File: src/rtl/dmem_pkg.sv
// +-----------------------------------------------------------------------+
// | dmem_pkg : shared constants and types for the data-memory arbiter     |
// | rev 1.0                                                               |
// +-----------------------------------------------------------------------+
`default_nettype none

package dmem_pkg;

  localparam int ADDR_W = 4;
  localparam int DATA_W = 4;
  localparam int DEPTH  = 16;

  typedef enum logic [0:0] {
    INIT = 1'b0,
    RUN  = 1'b1
  } arb_state_t;

  typedef logic port_id_t;

endpackage

`default_nettype wire

File: src/rtl/rr_pick2.sv
// +-----------------------------------------------------------------------+
// | rr_pick2 : combinational two-way round-robin picker                   |
// | rev 1.0                                                               |
// +-----------------------------------------------------------------------+
`default_nettype none

module rr_pick2
  import dmem_pkg::*;
(
  input  logic [1:0] req,
  input  port_id_t   rr,
  output logic [1:0] win,
  output logic       valid
);

  // rr only breaks ties; a lone requester always wins
  assign win[0] = req[0] & (~req[1] | (rr == 1'b0));
  assign win[1] = req[1] & (~req[0] | (rr == 1'b1));
  assign valid  = |req;

endmodule

`default_nettype wire

File: src/rtl/dmem_arbiter.sv
// +-----------------------------------------------------------------------+
// | dmem_arbiter : zero-fills the data memory, then round-robin shares    |
// | its single port between the load/store unit and the debug loader.    |
// | rev 1.0                                                               |
// +-----------------------------------------------------------------------+
`default_nettype none

module dmem_arbiter #(
  parameter int ADDR_W = dmem_pkg::ADDR_W,
  parameter int DATA_W = dmem_pkg::DATA_W,
  parameter int DEPTH  = dmem_pkg::DEPTH
) (
  input  logic              clk,
  input  logic              reset,
  input  logic              clear,
  input  logic              req0,
  input  logic              req1,
  input  logic              we0,
  input  logic              we1,
  input  logic [ADDR_W-1:0] addr0,
  input  logic [ADDR_W-1:0] addr1,
  input  logic [DATA_W-1:0] wdata0,
  input  logic [DATA_W-1:0] wdata1,
  output logic              gnt0,
  output logic              gnt1,
  output logic              rvalid0,
  output logic              rvalid1,
  output logic [DATA_W-1:0] rdata,
  output logic              busy,
  output logic [ADDR_W-1:0] mem_address,
  output logic [DATA_W-1:0] mem_write_data,
  output logic              mem_write_enable,
  output logic              mem_read_enable,
  input  logic [DATA_W-1:0] mem_read_data
);

  import dmem_pkg::*;

  localparam logic [ADDR_W-1:0] c_last = ADDR_W'(DEPTH - 1);

  arb_state_t        r_state;
  logic [ADDR_W-1:0] r_cnt;
  port_id_t          r_rr;
  logic [1:0]        w_win;
  logic              w_valid;
  logic              w_grant;

  rr_pick2 u_pick (
    .req   ({req1, req0}),
    .rr    (r_rr),
    .win   (w_win),
    .valid (w_valid)
  );

  assign w_grant = (r_state == RUN) && w_valid;
  assign busy    = (r_state == INIT);

  always_ff @(posedge clk) begin
    if (reset) begin
      r_state <= INIT;
      r_cnt   <= '0;
      r_rr    <= 1'b0;
      rvalid0 <= 1'b0;
      rvalid1 <= 1'b0;
      rdata   <= '0;
    end else begin
      rvalid0 <= gnt0 & ~we0;
      rvalid1 <= gnt1 & ~we1;
      if (mem_read_enable) begin
        rdata <= mem_read_data;
      end
      // the loser of this cycle gets priority on the next tie
      if (w_grant) begin
        r_rr <= port_id_t'(w_win[0]);
      end
      if (r_state == INIT) begin
        if (r_cnt == c_last) begin
          r_state <= RUN;
        end else begin
          r_cnt <= r_cnt + 1'b1;
        end
      end else if (clear) begin
        r_state <= INIT;
        r_cnt   <= '0;
      end
    end
  end

  always_comb begin
    gnt0             = 1'b0;
    gnt1             = 1'b0;
    mem_address      = '0;
    mem_write_data   = '0;
    mem_write_enable = 1'b0;
    mem_read_enable  = 1'b0;
    if (r_state == INIT) begin
      mem_address      = r_cnt;
      mem_write_enable = 1'b1;
    end else if (w_valid) begin
      gnt0 = w_win[0];
      gnt1 = w_win[1];
      if (w_win[1]) begin
        mem_address      = addr1;
        mem_write_data   = wdata1;
        mem_write_enable = we1;
        mem_read_enable  = ~we1;
      end else begin
        mem_address      = addr0;
        mem_write_data   = wdata0;
        mem_write_enable = we0;
        mem_read_enable  = ~we0;
      end
    end
  end

endmodule

`default_nettype wire

File: config.mk
export PLATFORM = sky130hd
export DESIGN_NAME = dmem_arbiter
export DESIGN_NICKNAME = d
export VERILOG_FILES = /design/src/rtl/dmem_pkg.sv /design/src/rtl/rr_pick2.sv /design/src/rtl/dmem_arbiter.sv
export SDC_FILE = /design/constraint.sdc
export NUM_CORES = 1
export LEC_CHECK = 0
export CAP_MARGIN = 15
export CORE_MARGIN = 4
export CORE_UTILIZATION = 35
export DETAILED_ROUTE_END_ITERATION = 6
export GPL_ROUTABILITY_DRIVEN = 0
export HOLD_SLACK_MARGIN = 0.05
export PLACE_DENSITY = 0.84
export SLEW_MARGIN = 30
export SYNTH_ARGS = -nofsm -noshare
export SYNTH_HDL_FRONTEND = slang
export SYNTH_SLANG_ARGS = --single-unit
File: constraint.sdc
create_clock -name clk -period 1.58 [get_ports clk]
set_clock_uncertainty 0.1 [all_clocks]
set_input_delay 0.237 -clock clk [delete_from_list [all_inputs] [get_ports clk]]
set_output_delay 0.237 -clock clk [all_outputs]
set_load 0.02 [all_outputs]
Word level (Yosys, flattened, before mapping)

Index checks and enable logic that the tools add are counted.

Input bits: 27
Logic and storage cells: 47
Bits in registers: 12

Equality and inequality tests: 3
Bitwise logic cells: 12
$add $sub $neg: 1
Reduce and logical (&&, ||, !) cells: 3
Muxes and demuxes: 22

Operators with widths:

| operator                                     | count |
|---|---|
| 2-to-1 mux 4 bit                             | 9 |
| 2-to-1 mux 1 bit                             | 13 |
| NOT 1 bit                                    | 6 |
| adder 4 x 1 -> 4 bit, second input constant  | 1 |
| AND 1 bit                                    | 4 |
| equality test 4 bit, second input constant   | 1 |
| inequality test 2 bit, second input constant | 2 |
| bitwise OR 1 bit                             | 2 |
| AND reduction 2 bit                          | 1 |
| OR reduction 2 bit                           | 1 |
| logical AND 1 bit                            | 1 |

Depth between registers and ports, before layout

Gate-level depths: netlist of the first run.

Depth in word-level cells: 6
Gate-level depth with buffers: 5

By module

A second synthesis of the first run with hierarchy kept.

Cell total of the unflattened synthesis: 80
Area, all modules: 714.4 sq um

Modules (own cells, without submodules):

| module       | cells each | times used | area each (sq um) |
|---|---|---|---|
| dmem_arbiter | 76         | 1          | 689.4 |
| rr_pick2     | 4          | 1          | 25.0 |

Least setup slack after synthesis of the first run

No wires, ideal clock.

Path kind: reg-to-output
From: reg r_rr
To: out mem_address[1]
Stages on the path, launching flop included: 6
Arrival time: 1165 ps
Required time: 1243 ps
Slack: 78 ps
Cell sequence: dfxtp_1 nand2b_1 nand2_1 buf_4 mux2i_1 o2bb2ai_1

Longest elaborated chain between the ends: 5

RTL lines:

| element                | line                | RTL |
|---|---|---|
| start, declared        | dmem_arbiter.sv:43  | `port_id_t r_rr;` |
| start signal, assigned | dmem_arbiter.sv:74  | `r_rr <= port_id_t'(w_win[0]);` |
| bitwise OR 1 bit       | rr_pick2.sv:18      | `assign win[1] = req[1] & (~req[0] \| (rr == 1'b1));` |
| AND 1 bit              | rr_pick2.sv:18      |  |
| 2-to-1 mux 4 bit       | dmem_arbiter.sv:102 | `if (w_win[1]) begin` |
| 2-to-1 mux 4 bit       | dmem_arbiter.sv:99  | `end else if (w_valid) begin` |
| 2-to-1 mux 4 bit       | dmem_arbiter.sv:96  | `if (r_state == INIT) begin` |
| end, declared          | dmem_arbiter.sv:30  | `output logic [ADDR_W-1:0] mem_address,` |

Every way passes these cells.

Worst setup path after layout of the first run

From: reg r_rr
To: out mem_address[0]

The elaborated chain is that of the path after synthesis.

==> metrics.yaml, run 1 <==
outcome:
  status: "complete, but fails checks"
  violations: "setup timing"
flow_run:
  maxCapViolCount: 0
power_and_ir_drop:
  leakage_nw: 0.6571
  p_clk_share_pct: 34.5
  peakVddDrop_uv: 512.5
  combPwrFrac_pct: 24.4
  finalPower_w: 0.0007604
  power_switching_w: 0.0002006
  seqPwrFrac_pct: 41.1
  powerDensity_nw_per_um2: 548.5
  p_sw_share_pct: 26.39
  power.internal_w: 0.0005598
timing:
  rsz0062_at_grt: "yes"
  max_freq_mhz: 561.4
  finalSetupViolCount: 10
  final.period_utilization_pct: 112.7
  hold-worst-slack_ns: 0.3742
  drv_slew: 0
  hold_viol_final: 0
  fin_setup_tns_ns: -1.273
  fin_crit_ns: 1.781
  fin_ws_ns: -0.2012
  relSlewSlack_pct: 79.79
  tightest_slew_ns: 0.3000
drt:
  routed_wirelength_um: 2752
  drtAntennaViolNets: 0
  first_pass_iters: 4
  wl_per_cell_um: 15.82
  vias: 902
  drc: 0
  vias_per_cell: 5.184
  drt_iter0_drc: 12
floorplanning:
  die_w_um: 52.86
  fp.coreArea_um2: 1821
  start_util_pct: 38.69
  die_h_um: 52.86
  dieArea_um2: 2794
  pin_count: 46
  num_rows: 15
clock_network:
  root_buffer: "clkbuf_4"
  clk_path_buf_depth: 2
  htree_levels: 1
  clock_latency_ns: 0.29
  cts_inserted_buffers: 3
  cts_tree: "built"
  cts.sinks: 12
  clkTransAtPathRegs_ns: 0.08
cells_and_area:
  nNetsFinal: 178
  n_antenna_cell: 0
  drive_gt1_share_pct: 37.58
  area_delta_synth_final_pct: 96.80
  final_cell_count_no_fill: 174
  seq_area_um2: 245.2
  n_fill_cell: 120
  multi_input_area_um2: 474.2
global_route:
  first_global_vias: 891
  grt-ovfl-total: 0
  antenna_found_initial: 0
  grt_max_degree: 10
  grt_pass1_wl_um: 4036
  grt_usage_pct: 20.21
synthesis:
  synth-simple-area-share_pct: 26.29
  synth.ff_latch_count: 12
  synth_compound_area_share_pct: 19.01
  ys_types: 30
  ys_seq_area_share_pct: 34.10
  synthAdderAreaFrac_pct: 1.776
  syn_avg_cell_area_um2: 8.591
  synth_area_um2: 704.4
  muxShareOfSynthArea_pct: 12.79
  synthArstFlopShare_pct: 0
  synth-edff-count: 0
  syn_inst: 82
  synthFlopType: "dfxtp_1"
  synth_xor_area_share_pct: 0
  synth_top_family_by_area: "simple AND/OR/NAND/NOR gates"
  synth_nets: 110
  ys.warnings.count: 0
setup_path:
  arrival_ns: 1.44
  end_kind: "output pin"
  slowest_stage: "dfxtp_2"
  crit_family: "flip-flops"
  critPathLaunchType: "flip-flop"
  crit_required_ns: 1.24
  cp_cell_sequence: "nand2b_4, nand2_4, buf_6, mux2i_2, o22ai_1, buf_4"
  cp_max_fo: 3
  crit_buf_inv: 2
  critPathKind: "flip-flop to output pin"
  slowest_delay_ns: 0.32
placement:
  port_buffers: 45
  dp.cells: 167
  dp.final_hpwl_um: 2073
hold_path:
  holdCritPathClass: "flip-flop to flip-flop"
[registers in the layout, summed over array words and instances (netlist names)]
name     cells
rvalid1      1
r_cnt        4
r_rr         1
rdata        4
r_state      1
rvalid0      1
[final timing paths]
path / cells after the start / slack (ns) / end / startpoint
worst max-delay path: 6 / -0.20 / mem_address[0] / r_rr$_SDFFE_PP0P_
worst min-delay path: 2 / 0.37 / rdata[2]$_SDFFE_PP0P_ / rdata[2]$_SDFFE_PP0P_
worst max register to register: 7 / 0.05 / rdata[3]$_SDFFE_PP0P_ / r_rr$_SDFFE_PP0P_
worst min register to register: 2 / 0.37 / rdata[2]$_SDFFE_PP0P_ / rdata[2]$_SDFFE_PP0P_
[power by group through the flow]
stage	Sequential [W]	Clock [W]	Combinational, W
after global routing	0.000314	0.000286	0.000198
final	0.000312	0.000262	0.000186
after global placement	0.000321	0	0.000162
after detailed placement	0.000321	0	0.000168
after CTS	0.000312	0.000269	0.000173
after floorplan	0.000321	0	0.0000593
[cell usage after synthesis (2+ instances only)]
master	instances	share of area, %
a21oi_1	6	4.3
nor3_1	3	2.1
mux2i_1	9	13
o22ai_1	2	1.8
nand2_1	12	6.4
o2bb2ai_1	2	2.5
nand4b_1	2	2.5
nand2b_1	9	8.0
dfxtp_1	12	34
inv_1	3	1.6
nor2_1	3	1.6
[worst reg2reg max path, delay by kind of cell, from the launching register on]
family | cells | cell delay [ns]
buf+inv | 3 | 0.45
compound gates | 1 | 0.20
simple gates | 2 | 0.19
flops | 1 | 0.33
mux | 1 | 0.19
[cells by family after synthesis]
group	count (synthesis)
AND/OR/NAND/NOR	35
AO/OA/AOI/OAI	18
flip-flops	12
multiplexers	9
buffers and inverters	7
adder cells (fa/ha/maj)	1
[per-stage QoR]
| stage | worst slack (ns) | instance area [um^2] | utilization (%) |
|---|---|---|---|
| 6_report | -0.2012 | 1386 | 76.15 |
| 5_1_grt | -0.2482 | 1386 | 76.15 |
| 4_1_cts | -0.2187 | 1335 | 73.33 |
| 3_5_place_dp | -0.7438 | 1299 | 71.34 |
| 3_3_place_gp | -0.6535 | 1299 | 71.34 |
| 2_1_floorplan | 0.07758 | 704.4 | - |
[what timing repair did]
action | in CTS | in global routing
endpoints found under the setup margin | 16 | 14
setup buffers | 2 | 1
resized for setup | 75 | 13
hold buffers | 0 | 0
endpoints found under the hold margin | 0 | 0
pin swaps | 3 | 4
[layout by cell type, fill, tap and decap left out, types with 2 or more instances in the layout]
master and instances:
clkdlybuf4s50_1 24, a21oi_2 3, nand2_4 2, buf_4 25, buf_2 5, nor2_1 2, nand2_1 9, mux2i_1 8
a21oi_1 3, clkbuf_4 3, inv_1 3, dfxtp_1 10, nor3_1 3, nand2b_1 8, nand4b_1 2, dlygate4sd2_1 5
o22ai_1 2, o2bb2ai_1 2, dlymetal6s2s_1 3, buf_6 4
[metal layers]
layer	part of all wire, %	routed length, um	GRT usage, %	vias to the layer above
li1	-	-	-	431
met1	41	1118	20.83	431
met2	50	1368	36.16	35
met3	7.2	197	3.944	5
met4	2.5	68	14.04	0
met5	0	0	0	-
[area by class of cell]
cell class	instances	share of cell area, %
tap	25	2.256
timing repair buffer	66	41.79
inverter	4	1.444
sequential	12	17.69
clock buffer	4	2.617
multi-input combinational	63	34.21
(Power assumes the default switching activity.)
==> inputs of run 2 (changes only) <==
--- a/config.mk
+++ b/config.mk
@@ -12,7 +12,7 @@
 export GPL_ROUTABILITY_DRIVEN = 0
 export HOLD_SLACK_MARGIN = 0.05
 export PLACE_DENSITY = 0.84
-export SLEW_MARGIN = 30
 export SYNTH_ARGS = -nofsm -noshare
 export SYNTH_HDL_FRONTEND = slang
 export SYNTH_SLANG_ARGS = --single-unit
+export TNS_END_PERCENT = 1
==> run 2 against run 1 <==
The flow still finishes with violations (setup timing). Count of clock-buffer cells in the layout unchanged. Non-clock buffer count is 2 lower. First-iteration DRC count decreased by 17%. Critical path depth stayed put. Core utilization is 1.5 points lower. Largest power group unchanged. Worst setup slack got worse by 0.0024 ns. Total power down 0.91%. Critical path type unchanged. Clock power barely moved. Global-route usage is 0.29 points lower. Largest cell class unchanged. Fmax down 0.13%. Sequential power about the same.
==> metrics.yaml, run 2 (synthesis gave the netlist of run 1 again) <==
cells_and_area:
  nNetsFinal: 176  # -1.1%
  drive_gt1_share_pct: 35.37  # -2.2 points
  reg_top3: "r_cnt x4, rdata x4"
  n_fill_cell: 131  # +9.2%
  final_cell_mix: "clkdlybuf4s50_1, buf_4, nand2_1"
  area_delta_synth_final_pct: 92.89
  n_antenna_cell: 0  # unchanged
timing:
  tightest_slew_ns: 0.3002  # +0.0001640 ns
  finalSetupViolCount: 11  # +1
  relSlewSlack_pct: 79.78  # about the same
  hold_viol_final: 0  # unchanged
  rsz0062_at_grt: "yes"
  max_freq_mhz: 560.7  # -0.13%
  fin_crit_ns: 1.784  # +0.002356 ns
  final.period_utilization_pct: 112.9  # +0.15 points
  drv_slew: 0  # unchanged
  fin_ws_ns: -0.2036  # -0.002356 ns
  fin_setup_tns_ns: -1.105  # +0.1674 ns
hold_path:
  holdCritPathClass: "flip-flop to flip-flop"
  hold_path_end: "rdata[2]$_SDFFE_PP0P_"
  hold_depth: 2  # unchanged
  hold_start: "rdata[2]$_SDFFE_PP0P_"
drt:
  vias_per_cell: 5.180  # about the same
  drtAntennaViolNets: 0  # unchanged
  first_pass_iters: 4  # unchanged
  routed_wirelength_um: 2703  # -1.8%
  drt_iter0_drc: 10  # -2
  vias: 891  # -1.2%
  wl_per_cell_um: 15.72  # -0.64%
  drc: 0  # unchanged
floorplanning:
  fp.coreArea_um2: 1821  # unchanged
  num_rows: 15  # unchanged
  pin_count: 46  # unchanged
  die_w_um: 52.86  # unchanged
  dieArea_um2: 2794  # unchanged
  start_util_pct: 38.69  # unchanged
  die_h_um: 52.86  # unchanged
setup_path:
  reg2reg_depth: 7  # unchanged
  cp_cell_sequence: "nand2b_4, nand2_4, buf_6, mux2i_2, o22ai_1, buf_4"
  slowest_stage: "dfxtp_2"
  critPathLaunchType: "flip-flop"
  reg2reg_to: "rdata[3]$_SDFFE_PP0P_"
  rrSetupSlack_ns: 0.05  # about the same
  critPathKind: "flip-flop to output pin"
  crit_required_ns: 1.24  # about the same
  arrival_ns: 1.45  # about the same
  slowest_delay_ns: 0.33  # about the same
  cp_max_fo: 3  # unchanged
  end_kind: "output pin"
  r2r_start: "r_rr$_SDFFE_PP0P_"
power_and_ir_drop:
  peakVddDrop_uv: 505.7  # -1.3%
  p_sw_share_pct: 26.07  # -0.32 points
  leakage_nw: 0.6434  # -2.1%
  powerDensity_nw_per_um2: 554.5  # +1.1%
  combPwrFrac_pct: 23.8  # -0.6 points
  seqPwrFrac_pct: 41.5  # +0.4 points
  power_switching_w: 0.0001964  # -2.1%
  power.internal_w: 0.0005570  # -0.49%
  finalPower_w: 0.0007535  # -0.91%
  p_clk_share_pct: 34.7  # +0.2 points
global_route:
  grt_pass1_wl_um: 3967  # -1.7%
  grt_max_degree: 10  # unchanged
  grt_usage_pct: 19.92  # -0.29 points
  first_global_vias: 880  # -1.2%
  grt-ovfl-total: 0  # unchanged
  antenna_found_initial: 0  # unchanged
placement:
  dp.final_hpwl_um: 2073  # unchanged
  port_buffers: 45  # unchanged
clock_network:
  clk_path_buf_depth: 2  # unchanged
  cts.sinks: 12  # unchanged
  cts_inserted_buffers: 3  # unchanged
  cts_tree: "built"
  htree_levels: 1  # unchanged
  clock_latency_ns: 0.29  # about the same
  clkTransAtPathRegs_ns: 0.08  # about the same
  cts_hold_buf: 0  # unchanged
  root_buffer: "clkbuf_4"
outcome:
  violations: "setup timing"
  status: "complete, but fails checks"
flow_run:
  maxCapViolCount: 0  # unchanged
## run 2: cell count changes in the layout (fill, tap and decap cells not counted), sizes merged
| cell | change |
|---|---|
| buf | -2 |
## run 2: repair_timing
action	4_1_cts	5_1_grt
setup buffers	0	1
cloned	0	0
resized for setup	74	10
endpoints found under the setup margin	16	14
pin swaps	3	4
## run 2: how the worst max path moves through the flow
stage	from	endpoint	slack, ns	depth (start not counted)
3_5_place_dp	req0	mem_address[0]	-0.74	7
2_1_floorplan	r_rr$_SDFFE_PP0P_	mem_address[1]	0.08	5
5_1_grt	r_rr$_SDFFE_PP0P_	mem_address[0]	-0.25	6
3_3_place_gp	req0	mem_address[0]	-0.65	7
6_report	r_rr$_SDFFE_PP0P_	mem_address[0]	-0.20	6
4_1_cts	r_rr$_SDFFE_PP0P_	mem_address[0]	-0.22	6
## run 2: per-stage QoR
stage / area [um^2] / hold slack (ns) / util [%] / worst slack, ns / cells
after global placement: 1299 / 0.3570 / 71.34 / -0.6535 / 167
after floorplan: 704.4 / 0.2157 / - / 0.07758 / 82
after global routing: 1359 / 0.4037 / 74.64 / -0.2453 / 172
final: 1359 / 0.3737 / 74.64 / -0.2036 / 172
after detailed placement: 1299 / 0.3661 / 71.34 / -0.7438 / 167
after CTS: 1318 / 0.3774 / 72.37 / -0.2187 / 171
## run 2: area by class of cell
| type | instances | area [um^2] | area share (%) |
|---|---|---|---|
| multi-input combinational | 63 | 465.4 | 34.25 |
| timing repair buffer | 64 | 560.5 | 41.25 |
| clock buffer | 4 | 36.28 | 2.670 |
| tap | 25 | 31.28 | 2.302 |
| sequential | 12 | 245.2 | 18.05 |
| inverter | 4 | 20.02 | 1.473 |
## run 2: layer usage
layer | track usage (%) | routed length (um)
met3 | 3.099 | 178
met1 | 21.00 | 1116
met2 | 35.54 | 1340
met4 | 14.04 | 68
met5 | 0 | 0
## run 2: power groups by stage
stage	Combinational (W)	Sequential (W)	Clock [W]
after floorplan	0.0000593	0.000321	0
after global placement	0.000162	0.000321	0
after detailed placement	0.000168	0.000321	0
after CTS	0.000172	0.000314	0.000269
after global routing	0.000192	0.000314	0.000286
final	0.000179	0.000313	0.000261
## run 2: critical path: cells and delay by family (launching register included)
| family | cells | cell delay, ns |
|---|---|---|
| flops | 1 | 0.33 |
| simple gates | 2 | 0.22 |
| compound gates | 1 | 0.10 |
| buf+inv | 2 | 0.28 |
| mux | 1 | 0.23 |
